--- config.mk ---
export PLATFORM = sky130hd
export DESIGN_NAME = demux18_deser
export DESIGN_NICKNAME = d
export VERILOG_FILES = /design/src/rtl/demux18_deser.sv
export SDC_FILE = /design/constraint.sdc
export NUM_CORES = 1
export LEC_CHECK = 0
export BUFFER_PORTS_ARGS = -buffer_cell sky130_fd_sc_hd__buf_2
export CAP_MARGIN = 20
export CORE_UTILIZATION = 50
export CTS_BUF_LIST = sky130_fd_sc_hd__clkbuf_4 sky130_fd_sc_hd__clkbuf_8
export CTS_CLUSTER_DIAMETER = 120
export CTS_CLUSTER_SIZE = 25
export DETAILED_ROUTE_END_ITERATION = 10
export GPL_TIMING_DRIVEN = 0
export PLACE_DENSITY = 0.73
export SLEW_MARGIN = 20
export SYNTH_ARGS = -nofsm -noshare
export SYNTH_HDL_FRONTEND = slang
export SYNTH_SLANG_ARGS = --single-unit
--- constraint.sdc ---
create_clock -name clk -period 3.3 [get_ports clk]
set_input_delay 0.66 -clock clk [delete_from_list [all_inputs] [get_ports clk]]
set_output_delay 0.66 -clock clk [all_outputs]
set_load 0.1 [all_outputs]
--- src/rtl/demux18_deser.sv ---
// Serial-to-parallel receiver for the 8:1 mux path: per-lane demux plus
// in-order sweep reassembly into words delivered over valid/ready.
module demux18_deser #(
  parameter int LANES = 8,
  parameter int SEL_W = 3
) (
  input  logic             clk,
  input  logic             rst_n,
  input  logic             in,
  input  logic [SEL_W-1:0] s,
  input  logic             in_valid,
  output logic [LANES-1:0] lanes,
  output logic [LANES-1:0] word,
  output logic             word_valid,
  input  logic             word_ready,
  output logic             seq_err,
  output logic             overrun
);

  typedef enum logic {HUNT, COLLECT} state_t;

  localparam logic [SEL_W-1:0] IDX_ONE  = SEL_W'(1);
  localparam logic [SEL_W-1:0] IDX_LAST = SEL_W'(LANES - 1);

  state_t             state_q, state_d;
  logic [SEL_W-1:0]   exp_q, exp_d;
  logic [LANES-2:0]   asm_q, asm_d;
  logic [LANES-1:0]   lanes_q, lanes_d;
  logic [LANES-1:0]   word_q, word_d;
  logic               word_valid_q, word_valid_d;
  logic               seq_err_q, seq_err_d;
  logic               overrun_q, overrun_d;
  logic               frame_done;
  logic               xfer;

  // Demux path runs on every beat regardless of framing state.
  for (genvar gi = 0; gi < LANES; gi++) begin : g_lane
    assign lanes_d[gi] = (in_valid && (s == SEL_W'(gi))) ? in : lanes_q[gi];
  end

  always_comb begin
    state_d    = state_q;
    exp_d      = exp_q;
    asm_d      = asm_q;
    seq_err_d  = 1'b0;
    frame_done = 1'b0;
    if (in_valid) begin
      case (state_q)
        HUNT: begin
          if (s == '0) begin
            asm_d[0] = in;
            exp_d    = IDX_ONE;
            state_d  = COLLECT;
          end
        end
        COLLECT: begin
          if (s == exp_q) begin
            if (s == IDX_LAST) begin
              frame_done = 1'b1;
              state_d    = HUNT;
              exp_d      = '0;
            end else begin
              asm_d[s] = in;
              exp_d    = exp_q + IDX_ONE;
            end
          end else begin
            seq_err_d = 1'b1;
            // A stray s==0 is treated as the start of a fresh sweep.
            if (s == '0) begin
              asm_d[0] = in;
              exp_d    = IDX_ONE;
            end else begin
              state_d = HUNT;
              exp_d   = '0;
            end
          end
        end
        default: begin
          state_d = HUNT;
          exp_d   = '0;
        end
      endcase
    end
  end

  always_comb begin
    xfer         = word_valid_q && word_ready;
    word_d       = word_q;
    word_valid_d = word_valid_q && !xfer;
    overrun_d    = overrun_q;
    if (frame_done) begin
      // The slot is free if empty or being drained on this very edge.
      if (!word_valid_q || xfer) begin
        word_d       = {in, asm_q};
        word_valid_d = 1'b1;
      end else begin
        overrun_d = 1'b1;
      end
    end
  end

  always_ff @(posedge clk or negedge rst_n) begin
    if (!rst_n) begin
      state_q      <= HUNT;
      exp_q        <= '0;
      asm_q        <= '0;
      lanes_q      <= '0;
      word_q       <= '0;
      word_valid_q <= 1'b0;
      seq_err_q    <= 1'b0;
      overrun_q    <= 1'b0;
    end else begin
      state_q      <= state_d;
      exp_q        <= exp_d;
      asm_q        <= asm_d;
      lanes_q      <= lanes_d;
      word_q       <= word_d;
      word_valid_q <= word_valid_d;
      seq_err_q    <= seq_err_d;
      overrun_q    <= overrun_d;
    end
  end

  assign lanes      = lanes_q;
  assign word       = word_q;
  assign word_valid = word_valid_q;
  assign seq_err    = seq_err_q;
  assign overrun    = overrun_q;

endmodule

* Word-level counts from Yosys, hierarchy flattened
Index checks and enable logic that the tools add are counted.
Operators by class: add/subtract/negate cells 1, order comparisons 2, eq/ne operators 10, muxes and demuxes 25, bitwise operators 3, reduce and logical (&&, ||, !) cells 20
Operator list (count):
- 1-bit two-way mux | 17
- 3-bit equality test (second input constant) | 4
- 1-bit logical AND | 11
- 3-bit two-way mux | 3
- 2-bit AND reduction | 4
- 7-bit bitwise mux | 1
- 3-bit by 2-bit equality test with 1-bit output (second input constant) | 2
- 3-bit case mux with 2 select lines | 1
- 3-bit by 4-bit less-than comparator with 1-bit output (second input constant) | 1
- 1-bit case mux with 2 select lines | 2
- 4-bit AND reduction | 1
- 3-bit by 1-bit adder with 3-bit output (second input constant) | 1
- 1-bit demux with 3-bit select | 1
- 3-bit by 1-bit equality test with 1-bit output (second input constant) | 1
- 3-bit equality test | 1
- 3-bit by 1-bit greater-or-equal comparator with 1-bit output (second input constant) | 1
- 3-bit logical NOT | 1
- 3-bit inequality test (second input constant) | 1
- 1-bit inverter | 3
- 1-bit logical NOT | 2
- 2-bit inequality test (second input constant) | 1
- 1-bit logical OR | 1
Storage, ports and cells: register bits after elaboration 30, word-level logic and storage cells 77

* Depth between registers and ports, before layout
Gate-level depths: netlist of run 1.
word-level depth 8, depth in mapped cells 5, gate-level depth less buffers 5

* Worst setup path before layout of run 1
Ideal clock, no wire load.
kind input to register, start input port s[0], end register asm_q[4], library setup time 0.125 ns, data arrival time 1.728 ns, required time 3.175 ns, slack 1.447 ns, stages 4, path buffers 1, cell sequence buf_4 > or4_1 > nor2_1 > mux2_2
Between the ends: longest elaborated chain between the ends 5, elaborated cells between the ends (all ways) 10, classes of those cells order compare (2); eq/ne (2); mux (3); bitwise (1); reduce/logical (2)
Ends and longest elaborated chain:
- from (decl) | line 10 | input logic [SEL_W-1:0] s,
- 3-bit by 4-bit less-than comparator with 1-bit output (not written as such) / 3-bit by 1-bit greater-or-equal comparator with 1-bit output (equally long branches) | line 63 | asm_d[s] = in;
- 1-bit logical AND (not written as such) | line 63
- 1-bit two-way mux (not written as such) | line 63
- 1-bit demux with 3-bit select | line 63
- 7-bit bitwise mux | line 63
- to (signal assigned) | line 115 | asm_q <= asm_d;
- to (decl) | line 27 | logic [LANES-2:0] asm_q, asm_d;
Parallel ways exist; a longest one is shown, timed or not. A chain may end at the register's enable or synchronous reset.

* Worst setup path after layout of run 1
start register word_q[6] (netlist: word[6]), end output port word[6]
RTL lines:
- from (decl) | line 29 | logic [LANES-1:0] word_q, word_d;
- from (signal assigned) | line 117 | word_q <= word_d;
- to (decl) | line 13 | output logic [LANES-1:0] word,
No word-level cell between the ends.

==> flow_summary.yaml, run 1 <==
timing:
  worst_slew_pin_slew_ps: 643
  timing.final.hold_violations: 0
  totalNegativeSetupSlack_ps: 0
  fin_worst_hold_slack_ps: 350
  setup_violations: 0
  fin_crit_sh_pct: 53.6
  drv_slew: 0
  finalClockSkew_ps: 4.25
  worst_slew_margin_rel_pct: 57.2
  final.min_clock_period_ps: 1770
  clock.fmax_ghz: 0.565
  rsz0062_at_grt: "false"
clock_tree:
  cts.hold.buffers_added: 0
  postCtsResizedCells: 0
  cts.sinks: 30
  clock_tree.htree_level_count: 2
  clock_path_buffers: 2
  cts_tree: "done"
  clk_transition_reported_paths_ps: 90
  cts_setup_buffers: 0
  cts_inserted_buffers: 5
  clockRootBuffer: "sky130_fd_sc_hd__clkbuf_4"
  insertion_delay_ps: 320
floorplan:
  floorplan.die_area_um2: 3020
  boundaryPins: 27
  total_number_of_placement_rows: 18
  die_h_um: 54.9
  floorplan.initialDensity_pct: 54.6
  fp.coreArea_um2: 2570
  die_width_um: 54.9
synthesis:
  synthesis.nets: 131
  synth_cell_types: 29
  synth_top_area_cell: "sky130_fd_sc_hd__dfrtp_1"
  synth_top_cells_by_area: "sky130_fd_sc_hd__dfrtp_1 54%, sky130_fd_sc_hd__mux2_2 17%, sky130_fd_sc_hd__nand2_1 4.6%"
  ys.warnings.count: 0
  synth.top_cells.by_count: "30 x sky130_fd_sc_hd__dfrtp_1, 21 x sky130_fd_sc_hd__mux2_2, 17 x sky130_fd_sc_hd__nand2_1"
  yosys.cell_count.top_type: "sky130_fd_sc_hd__dfrtp_1"
  synthesis.area_um2: 1400
  number_of_enable_type_register_cells_in_the_synthesized_netlist: 0
  yosysSeqAreaShare_pct: 53.6
  netlist_instances: 122
  asyncSetResetFlopFracSynth_pct: 100
  synth.ff_latch_count: 30
  post_synth_top_area_share_pct: 53.6
  ys.flop_type: "sky130_fd_sc_hd__dfrtp_1"
  syn_area_per_cell_um2: 11.5
route:
  avgViaCountPerCell: 5.38
  residual_drc: 0
  ant_nets: 0
  drt_pass1_iterations: 4
  postRouteWirelength_um: 2420
  overall_via_count_from_detail_route: 985
  routedWlPerCell_um: 13.2
  drt_first_iter_violations: 11
pwr:
  power_frac_comb_pct: 30.5
  p_sw_uw: 367
  clock_power_share_pct: 27.0
  internal_power_uw: 609
  p_per_area_nw_per_um2: 598
  design_power_total_uw: 976
  max-vdd-ir-drop_mv: 0.494
  switch_share_pct: 37.6
  power_leakage_nw: 0.825
  relative_contribution_of_sequential_cells_to_total_power_pct: 42.5
grt:
  antenna_found_initial: 0
  grt_pass1_vias: 939
  maximum_number_of_pins_on_one_net_before_global_route_repair: 31
  total_gr_overflow: 0
  grt_first_pass_wirelength_um: 3990
  global_route.usage.total_pct: 19.6
flow_run:
  maxCapViolCount: 0
critical_path:
  critical_path_buf_inv_count: 1
  path_delay_family: "buffers and inverters"
  cp-start-kind: "flop"
  setup.worst_path.end_class: "output port"
  crit_type: "flop to output port"
  worstPathMaxFanout: 2
  critical_path_cell_by_cell: "buf_2"
  max_stage_delay_ps: 430
  cp.required_ps: 2640
  slowest_stage: "sky130_fd_sc_hd__buf_2"
  critPathArrivalTime_ps: 1110
  ff2ff_setup_slack_ps: 1660
placement:
  place_congestion: 0.820
  place_area_um2: 1550
  numPortBuffers: 23
  hpwlAfterDp_um: 1800
cells_and_area:
  layout.core_utilization_pct: 63.6
  design_area_um2: 1630
  n_antenna_cell: 0
  num-fill-cells: 223
  drive_above_1_share_pct: 39.9
  final_nets: 161
  syn2layout_area_growth_pct: 16.5
worst_hold_path:
  timing.hold.worst.class: "input port to asynchronous set/reset pin"
run_status:
  run_status: "completed"
flip-flops by register name (all words and copies together), names as in the netlist:
name	flops
asm_q	7
exp_q	3
lanes	8
overrun	1
seq_err	1
state_q	1
word	8
word_valid	1
power by group through the flow:
stage | Sequential (mW) | Clock (mW) | Combinational (mW)
global route | 0.419 | 0.292 | 0.313
global placement | 0.422 | 0 | 0.294
floorplan | 0.588 | 0 | 0.0809
CTS | 0.415 | 0.275 | 0.299
detailed placement | 0.423 | 0 | 0.299
finish | 0.415 | 0.264 | 0.297
final timing paths:
kind,from,to,cells past startpoint
worst max-delay path,word[6]$_DFFE_PN0P_,word[6],1
worst min-delay path,rst_n,word[0]$_DFFE_PN0P_,1
worst max register to register,exp_q[1]$_DFFE_PN0P_,word[4]$_DFFE_PN0P_,5
worst min register to register,asm_q[0]$_DFFE_PN0P_,asm_q[0]$_DFFE_PN0P_,2
max in group asynchronous,rst_n,lanes[6]$_DFFE_PN0P_,1
min in group clk,asm_q[0]$_DFFE_PN0P_,asm_q[0]$_DFFE_PN0P_,2
layout by cell type, fill, tap and decap left out:
cell type                   Yosys  routed
sky130_fd_sc_hd__dfrtp_1       30      30
sky130_fd_sc_hd__buf_2          2      25
sky130_fd_sc_hd__mux2_2        21      21
sky130_fd_sc_hd__nand2_1       17      17
sky130_fd_sc_hd__nor2_1        10      10
sky130_fd_sc_hd__nand2b_1       5       5
sky130_fd_sc_hd__clkbuf_4       0       5
sky130_fd_sc_hd__buf_4          4       4
sky130_fd_sc_hd__nand3_1        4       4
sky130_fd_sc_hd__xnor2_1        3       3
sky130_fd_sc_hd__nor3b_1        3       3
sky130_fd_sc_hd__nor3_1         3       3
sky130_fd_sc_hd__o21ai_0        3       3
sky130_fd_sc_hd__clkbuf_8       0       3
sky130_fd_sc_hd__clkbuf_2       1       1
sky130_fd_sc_hd__and3_4         1       1
sky130_fd_sc_hd__nand4_4        1       1
sky130_fd_sc_hd__clkbuf_1       1       1
sky130_fd_sc_hd__inv_1          1       1
sky130_fd_sc_hd__a21boi_0       1       1
sky130_fd_sc_hd__o2111ai_1      1       1
sky130_fd_sc_hd__o31ai_1        1       1
sky130_fd_sc_hd__o22a_1         1       1
sky130_fd_sc_hd__nand4_1        1       1
sky130_fd_sc_hd__nor4b_1        1       1
sky130_fd_sc_hd__or4_1          1       1
sky130_fd_sc_hd__a31oi_1        1       1
sky130_fd_sc_hd__mux2i_1        1       1
sky130_fd_sc_hd__nor2b_1        1       1
sky130_fd_sc_hd__o21bai_1       1       1
sky130_fd_sc_hd__ha_1           1       1
per-layer routing:
metal	up-vias	track usage [%]	routed length, um
met4	0	9.58	46
met2	20	30.1	1170
met1	478	23.4	1090
met5	-	0	0
met3	6	8.47	112
li1	481	-	-
cells by family (layout without fill, tap and decap cells):
group | count (synthesis) | after routing | share of synthesized area, %
buffers and inverters | 9 | 40 | 3.75
adder cells (fa/ha/maj) | 1 | 1 | 0.893
flip-flops | 30 | 30 | 53.6
XOR/XNOR | 3 | 3 | 1.88
multiplexers | 22 | 22 | 17.6
AO/OA/AOI/OAI | 9 | 9 | 4.38
AND/OR/NAND/NOR | 48 | 48 | 17.9
through the flow:
| stage | instances | setup slack (ps) |
|---|---|---|
| 6_report | 183 | 1530 |
| 2_1_floorplan | 122 | 1450 |
| 3_5_place_dp | 175 | 1370 |
| 4_1_cts | 183 | 1510 |
| 5_1_grt | 183 | 1470 |
| 3_3_place_gp | 175 | 1410 |
cell type report:
| type | instances | area (um^2) | area share [%] |
|---|---|---|---|
| flip-flops and latches | 30 | 751 | 46.0 |
| multi-input cells | 83 | 598 | 36.6 |
| repair buffers | 23 | 115 | 7.05 |
| clock buffers | 8 | 78.8 | 4.83 |
| plain buffers | 8 | 48.8 | 2.99 |
| well taps | 30 | 37.5 | 2.30 |
| inverters | 1 | 3.75 | 0.230 |
Note: power is estimated with default switching activity, not from simulation.
==> run 2: changes to the inputs <==
--- a/config.mk
+++ b/config.mk
@@ -13,7 +13,7 @@
 export CTS_CLUSTER_SIZE = 25
 export DETAILED_ROUTE_END_ITERATION = 10
 export GPL_TIMING_DRIVEN = 0
-export PLACE_DENSITY = 0.73
+export PLACE_DENSITY = 0.76
 export SLEW_MARGIN = 20
 export SYNTH_ARGS = -nofsm -noshare
 export SYNTH_HDL_FRONTEND = slang
==> constraint.sdc (replaced) <==
create_clock -name clk -period 1.6 [get_ports clk]
set_input_delay 0.32 -clock clk [delete_from_list [all_inputs] [get_ports clk]]
set_output_delay 0.32 -clock clk [all_outputs]
set_load 0.1 [all_outputs]
==> flow_summary.yaml, run 2 (synthesized netlist as in run 1, its figures left out) <==
timing:
  totalNegativeSetupSlack_ps: 0
  setup_violations: 0
  finalClockSkew_ps: 8.17
  drv_slew: 0
  fin_worst_hold_slack_ps: -1.06
  clock.fmax_ghz: 0.633
  fin_crit_sh_pct: 98.7
  timing.final.hold_violations: 2
  rsz0062_at_grt: "true"
  worst_slew_pin_slew_ps: 649
  worst_slew_margin_rel_pct: 56.7
  final.min_clock_period_ps: 1580
critical_path:
  cp-start-kind: "flop"
  max_stage_delay_ps: 470
  critical_path_cell_by_cell: "buf_6 > or4_4 > nor2_2 > mux2_2"
  crit_type: "flop to flop"
  slowest_stage: "sky130_fd_sc_hd__or4_4"
  critPathArrivalTime_ps: 1800
  setup.worst_path.end_class: "flop"
  path_delay_family: "simple AND/OR/NAND/NOR gates"
  critical_path_buf_inv_count: 1
  worstPathMaxFanout: 10
  cp.required_ps: 1820
cells_and_area:
  fin_cells: 187
  final_nets: 165
  layout.cells.most_common: "sky130_fd_sc_hd__dfrtp_1"
  n_antenna_cell: 0
  drive_above_1_share_pct: 45.2
  layout.core_utilization_pct: 68.4
  syn2layout_area_growth_pct: 25.3
  mostFrequentLayoutCells: "29 x sky130_fd_sc_hd__dfrtp_1, 23 x sky130_fd_sc_hd__buf_2, 20 x sky130_fd_sc_hd__mux2_2, 17 x sky130_fd_sc_hd__nand2_1, 9 x sky130_fd_sc_hd__nor2_1"
floorplan:
  die_width_um: 54.9
  floorplan.die_area_um2: 3020
  die_h_um: 54.9
  boundaryPins: 27
  fp.coreArea_um2: 2570
  total_number_of_placement_rows: 18
  floorplan.initialDensity_pct: 54.6
pwr:
  power_frac_comb_pct: 29.1
  switch_share_pct: 34.4
  clock_power_share_pct: 33.9
  internal_power_mw: 1.53
  relative_contribution_of_sequential_cells_to_total_power_pct: 36.9
  p_per_area_nw_per_um2: 1330
  p_sw_uw: 799
  power_leakage_nw: 0.879
  max-vdd-ir-drop_mv: 1.27
clock_tree:
  cts_inserted_buffers: 5
  clk_transition_reported_paths_ps: 90
  insertion_delay_ps: 330
  cts_tree: "done"
  clockRootBuffer: "sky130_fd_sc_hd__clkbuf_4"
  cts.sinks: 30
  clock_tree.htree_level_count: 2
  clock_path_buffers: 2
run_status:
  failed_checks: "hold timing"
  run_status: "finished with violations"
route:
  drt_first_iter_violations: 18
  overall_via_count_from_detail_route: 1021
  postRouteWirelength_um: 2770
  routedWlPerCell_um: 14.8
  avgViaCountPerCell: 5.46
  residual_drc: 0
  ant_nets: 0
  drt_pass1_iterations: 4
placement:
  hpwlAfterDp_um: 1890
  numPortBuffers: 23
  place_congestion: 0.782
  place.detailed.instances: 175
grt:
  antenna_found_initial: 0
  grt_pass1_vias: 980
  total_gr_overflow: 0
  maximum_number_of_pins_on_one_net_before_global_route_repair: 31
  grt_first_pass_wirelength_um: 4330
  global_route.usage.total_pct: 21.6
flow_run:
  maxCapViolCount: 0
worst_hold_path:
  timing.hold.worst.class: "input port to asynchronous set/reset pin"
==> run 2: cell types whose count changed in the layout (fill, tap and decap cells not counted), sizes merged <==
cell and change:
buf +4, bufinv +2, clkbuf -2
==> run 2: metal layers <==
metal | routed length [um] | vias to the layer above | global-route usage [%]
met2 | 1380 | 36 | 37.3
met3 | 164 | 5 | 8.74
met4 | 30 | 0 | 8.33
met1 | 1200 | 491 | 23.6
li1 | - | 489 | -
met5 | 0 | - | 0
==> run 2: power groups by stage <==
| stage | Clock (mW) | Combinational [mW] | Sequential, mW |
|---|---|---|---|
| 6_report | 0.790 | 0.678 | 0.859 |
| 5_1_grt | 0.839 | 0.711 | 0.869 |
| 4_1_cts | 0.809 | 0.640 | 0.857 |
| 3_5_place_dp | 0 | 0.618 | 0.875 |
| 3_3_place_gp | 0 | 0.605 | 0.869 |
| 2_1_floorplan | 0 | 0.167 | 1.21 |
==> run 2: repair_timing <==
| item | 4_1_cts | 5_1_grt |
|---|---|---|
| hold endpoints to repair | 0 | 0 |
| endpoints found under the setup margin | 9 | 11 |
| pin swaps | 0 | 4 |
| hold buffers | 0 | 0 |
| gates resized for setup | 2 | 12 |
| setup buffers | 1 | 3 |
==> run 2: stage by stage <==
step | setup WS, ps | instance area, um^2 | total power, mW
floorplan | 58.1 | 1400 | 1.38
global placement | -1.39 | 1560 | 1.47
detailed placement | -30.0 | 1560 | 1.49
CTS | 8.92 | 1690 | 2.31
global route | -40.1 | 1760 | 2.42
finish | 20.5 | 1760 | 2.33
==> run 2: worst reg2reg max path: stages (launching register included) <==
cell and delay [ps]:
sky130_fd_sc_hd__dfrtp_1 410, sky130_fd_sc_hd__buf_6 140, sky130_fd_sc_hd__or4_4 480, sky130_fd_sc_hd__nor2_2 120, sky130_fd_sc_hd__mux2_2 330
==> run 2: path summary, 6_finish.rpt <==
path / slack, ps / from / depth (start not counted) / endpoint
min reg2reg: 490 / overrun$_DFFE_PN0P_ / 1 / overrun$_DFFE_PN0P_
max: 20 / exp_q[0]$_DFFE_PN0P_ / 4 / asm_q[4]$_DFFE_PN0P_
max in group asynchronous: 1150 / rst_n / 1 / word_valid$_DFF_PN0_
min in group clk: 230 / in_valid / 2 / state_q$_DFFE_PN0P_
max reg2reg: 20 / exp_q[0]$_DFFE_PN0P_ / 4 / asm_q[4]$_DFFE_PN0P_
min: -1 / rst_n / 1 / overrun$_DFFE_PN0P_
==> run 2: area by class of cell <==
cell class | instances | area [um^2]
multi-input combinational | 83 | 641
inverter | 1 | 3.75
tap | 30 | 37.5
sequential | 30 | 752
fill | 199 | 812
buffer | 8 | 65.1
timing repair buffer | 27 | 145
clock inverter | 2 | 60.1
clock buffer | 6 | 51.3
==> run 3: changes to the inputs <==
--- a/config.mk
+++ b/config.mk
@@ -9,10 +9,11 @@
 export CAP_MARGIN = 20
 export CORE_UTILIZATION = 50
 export CTS_BUF_LIST = sky130_fd_sc_hd__clkbuf_4 sky130_fd_sc_hd__clkbuf_8
-export CTS_CLUSTER_DIAMETER = 120
+export CTS_CLUSTER_DIAMETER = 50
 export CTS_CLUSTER_SIZE = 25
 export DETAILED_ROUTE_END_ITERATION = 10
 export GPL_TIMING_DRIVEN = 0
+export HOLD_SLACK_MARGIN = 0.05
 export PLACE_DENSITY = 0.76
 export SLEW_MARGIN = 20
 export SYNTH_ARGS = -nofsm -noshare
==> flow_summary.yaml, run 3 (synthesized netlist as in run 1, its figures left out) <==
critical_path:
  worstPathMaxFanout: 10
  critical_path_cell_by_cell: "buf_6 > or4_4 > nor2_2 > mux2_2"
  slowest_stage: "sky130_fd_sc_hd__or4_4"
  cp.required_ps: 1820
  worstRegToRegCells: 4
  cp-start-kind: "flop"
  max_stage_delay_ps: 470
  crit_type: "flop to flop"
  setup.worst_path.end_class: "flop"
  critPathArrivalTime_ps: 1800
pwr:
  switch_share_pct: 34.3
  p_sw_uw: 800
  power_frac_comb_pct: 29.2
  clock_power_share_pct: 33.9
  relative_contribution_of_sequential_cells_to_total_power_pct: 36.9
  internal_power_mw: 1.53
  power_leakage_nw: 0.883
  max-vdd-ir-drop_mv: 1.27
  p_per_area_nw_per_um2: 1320
  design_power_total_mw: 2.33
timing:
  finalClockSkew_ps: 8.17
  rsz0062_at_grt: "true"
  worst_slew_margin_rel_pct: 56.8
  setup_violations: 0
  totalNegativeSetupSlack_ps: 0
  final.min_clock_period_ps: 1580
  fin_crit_sh_pct: 98.7
  timing.final.hold_violations: 0
  drv_slew: 0
  clock.fmax_ghz: 0.633
  worst_slew_pin_slew_ps: 647
  finalWorstSetupSlack_ps: 20.5
clock_tree:
  cts.sinks: 30
  clock_tree.htree_level_count: 2
  cts_tree: "done"
  clk_transition_reported_paths_ps: 90
  clockRootBuffer: "sky130_fd_sc_hd__clkbuf_4"
  insertion_delay_ps: 330
  cts_inserted_buffers: 5
  clock_path_buffers: 2
grt:
  maximum_number_of_pins_on_one_net_before_global_route_repair: 31
  grt_first_pass_wirelength_um: 4360
  grt_pass1_vias: 992
  global_route.usage.total_pct: 21.8
  antenna_found_initial: 0
  total_gr_overflow: 0
route:
  routedWlPerCell_um: 14.8
  overall_via_count_from_detail_route: 1027
  avgViaCountPerCell: 5.46
  drt_first_iter_violations: 18
  postRouteWirelength_um: 2780
  residual_drc: 0
  ant_nets: 0
  drt_pass1_iterations: 4
cells_and_area:
  layout.core_utilization_pct: 68.8
  multi_input_comb_area_um2: 641
  mostFrequentLayoutCells: "29 x sky130_fd_sc_hd__dfrtp_1, 23 x sky130_fd_sc_hd__buf_2, 20 x sky130_fd_sc_hd__mux2_2, 17 x sky130_fd_sc_hd__nand2_1, 9 x sky130_fd_sc_hd__nor2_1"
  regArea_um2: 752
  drive_above_1_share_pct: 44.9
  syn2layout_area_growth_pct: 26.0
  final_nets: 166
  num-fill-cells: 198
  n_antenna_cell: 0
  layout.cells.most_common: "sky130_fd_sc_hd__dfrtp_1"
flow_run:
  maxCapViolCount: 0
floorplan:
  die_width_um: 54.9
  fp.coreArea_um2: 2570
  boundaryPins: 27
  floorplan.initialDensity_pct: 54.6
  total_number_of_placement_rows: 18
  die_h_um: 54.9
  floorplan.die_area_um2: 3020
placement:
  place_congestion: 0.782
  numPortBuffers: 23
  hpwlAfterDp_um: 1890
  pre_cts_ws_ps: -30.0
worst_hold_path:
  worstHoldPathCells: 2
  timing.hold.worst.class: "input port to flop"
run_status:
  run_status: "completed"
run 3: layer usage:
metal	vias up	wire length, um	global-route usage, %
li1	491	-	-
met1	493	1200	23.6
met2	38	1380	37.8
met3	5	170	8.74
met4	0	30	8.33
met5	-	0	0
run 3: worst paths after layout:
path	from	to	slack (ps)
min in group asynchronous	rst_n	overrun$_DFFE_PN0P_	530
max	exp_q[0]$_DFFE_PN0P_	asm_q[4]$_DFFE_PN0P_	20
max reg2reg	exp_q[0]$_DFFE_PN0P_	asm_q[4]$_DFFE_PN0P_	20
max in group asynchronous	rst_n	word_valid$_DFF_PN0_	620
min reg2reg	overrun$_DFFE_PN0P_	overrun$_DFFE_PN0P_	490
min	in_valid	state_q$_DFFE_PN0P_	230
run 3: what timing repair did:
item | 4_1_cts | 5_1_grt
endpoints found under the hold margin | 30 | 0
setup endpoints to repair | 9 | 11
hold buffers | 1 | 0
resized for setup | 2 | 12
buffers inserted | 1 | 3
pin swaps | 0 | 4
run 3: area by class of cell:
cell class / count / area share [%]
multi-input combinational: 83 / 36.3
tap: 30 / 2.13
clock inverter: 2 / 3.40
timing repair buffer: 28 / 8.79
buffer: 8 / 3.69
sequential: 30 / 42.6
clock buffer: 6 / 2.91
inverter: 1 / 0.213
run 3: per-stage QoR:
| stage | hold WS [ps] | std cells | area [um^2] |
|---|---|---|---|
| floorplan | 24.4 | 122 | 1400 |
| global placement | 369 | 175 | 1560 |
| CTS | 211 | 185 | 1700 |
| detailed placement | 391 | 175 | 1560 |
| global route | 219 | 188 | 1770 |
| finish | 227 | 188 | 1770 |
run 3: power groups by stage:
| stage | combinational, mW | sequential, mW | clock, mW |
|---|---|---|---|
| floorplan | 0.167 | 1.21 | 0 |
| CTS | 0.642 | 0.857 | 0.809 |
| global placement | 0.605 | 0.869 | 0 |
| finish | 0.680 | 0.859 | 0.790 |
| detailed placement | 0.618 | 0.875 | 0 |
| global route | 0.713 | 0.869 | 0.839 |
run 3: critical path: cells and delay by family, from the launching register on:
kind                   cells  cell delay, ps
buffers and inverters      1             140
DFF                        1             410
muxes                      1             330
and+or+nand+nor            2             590
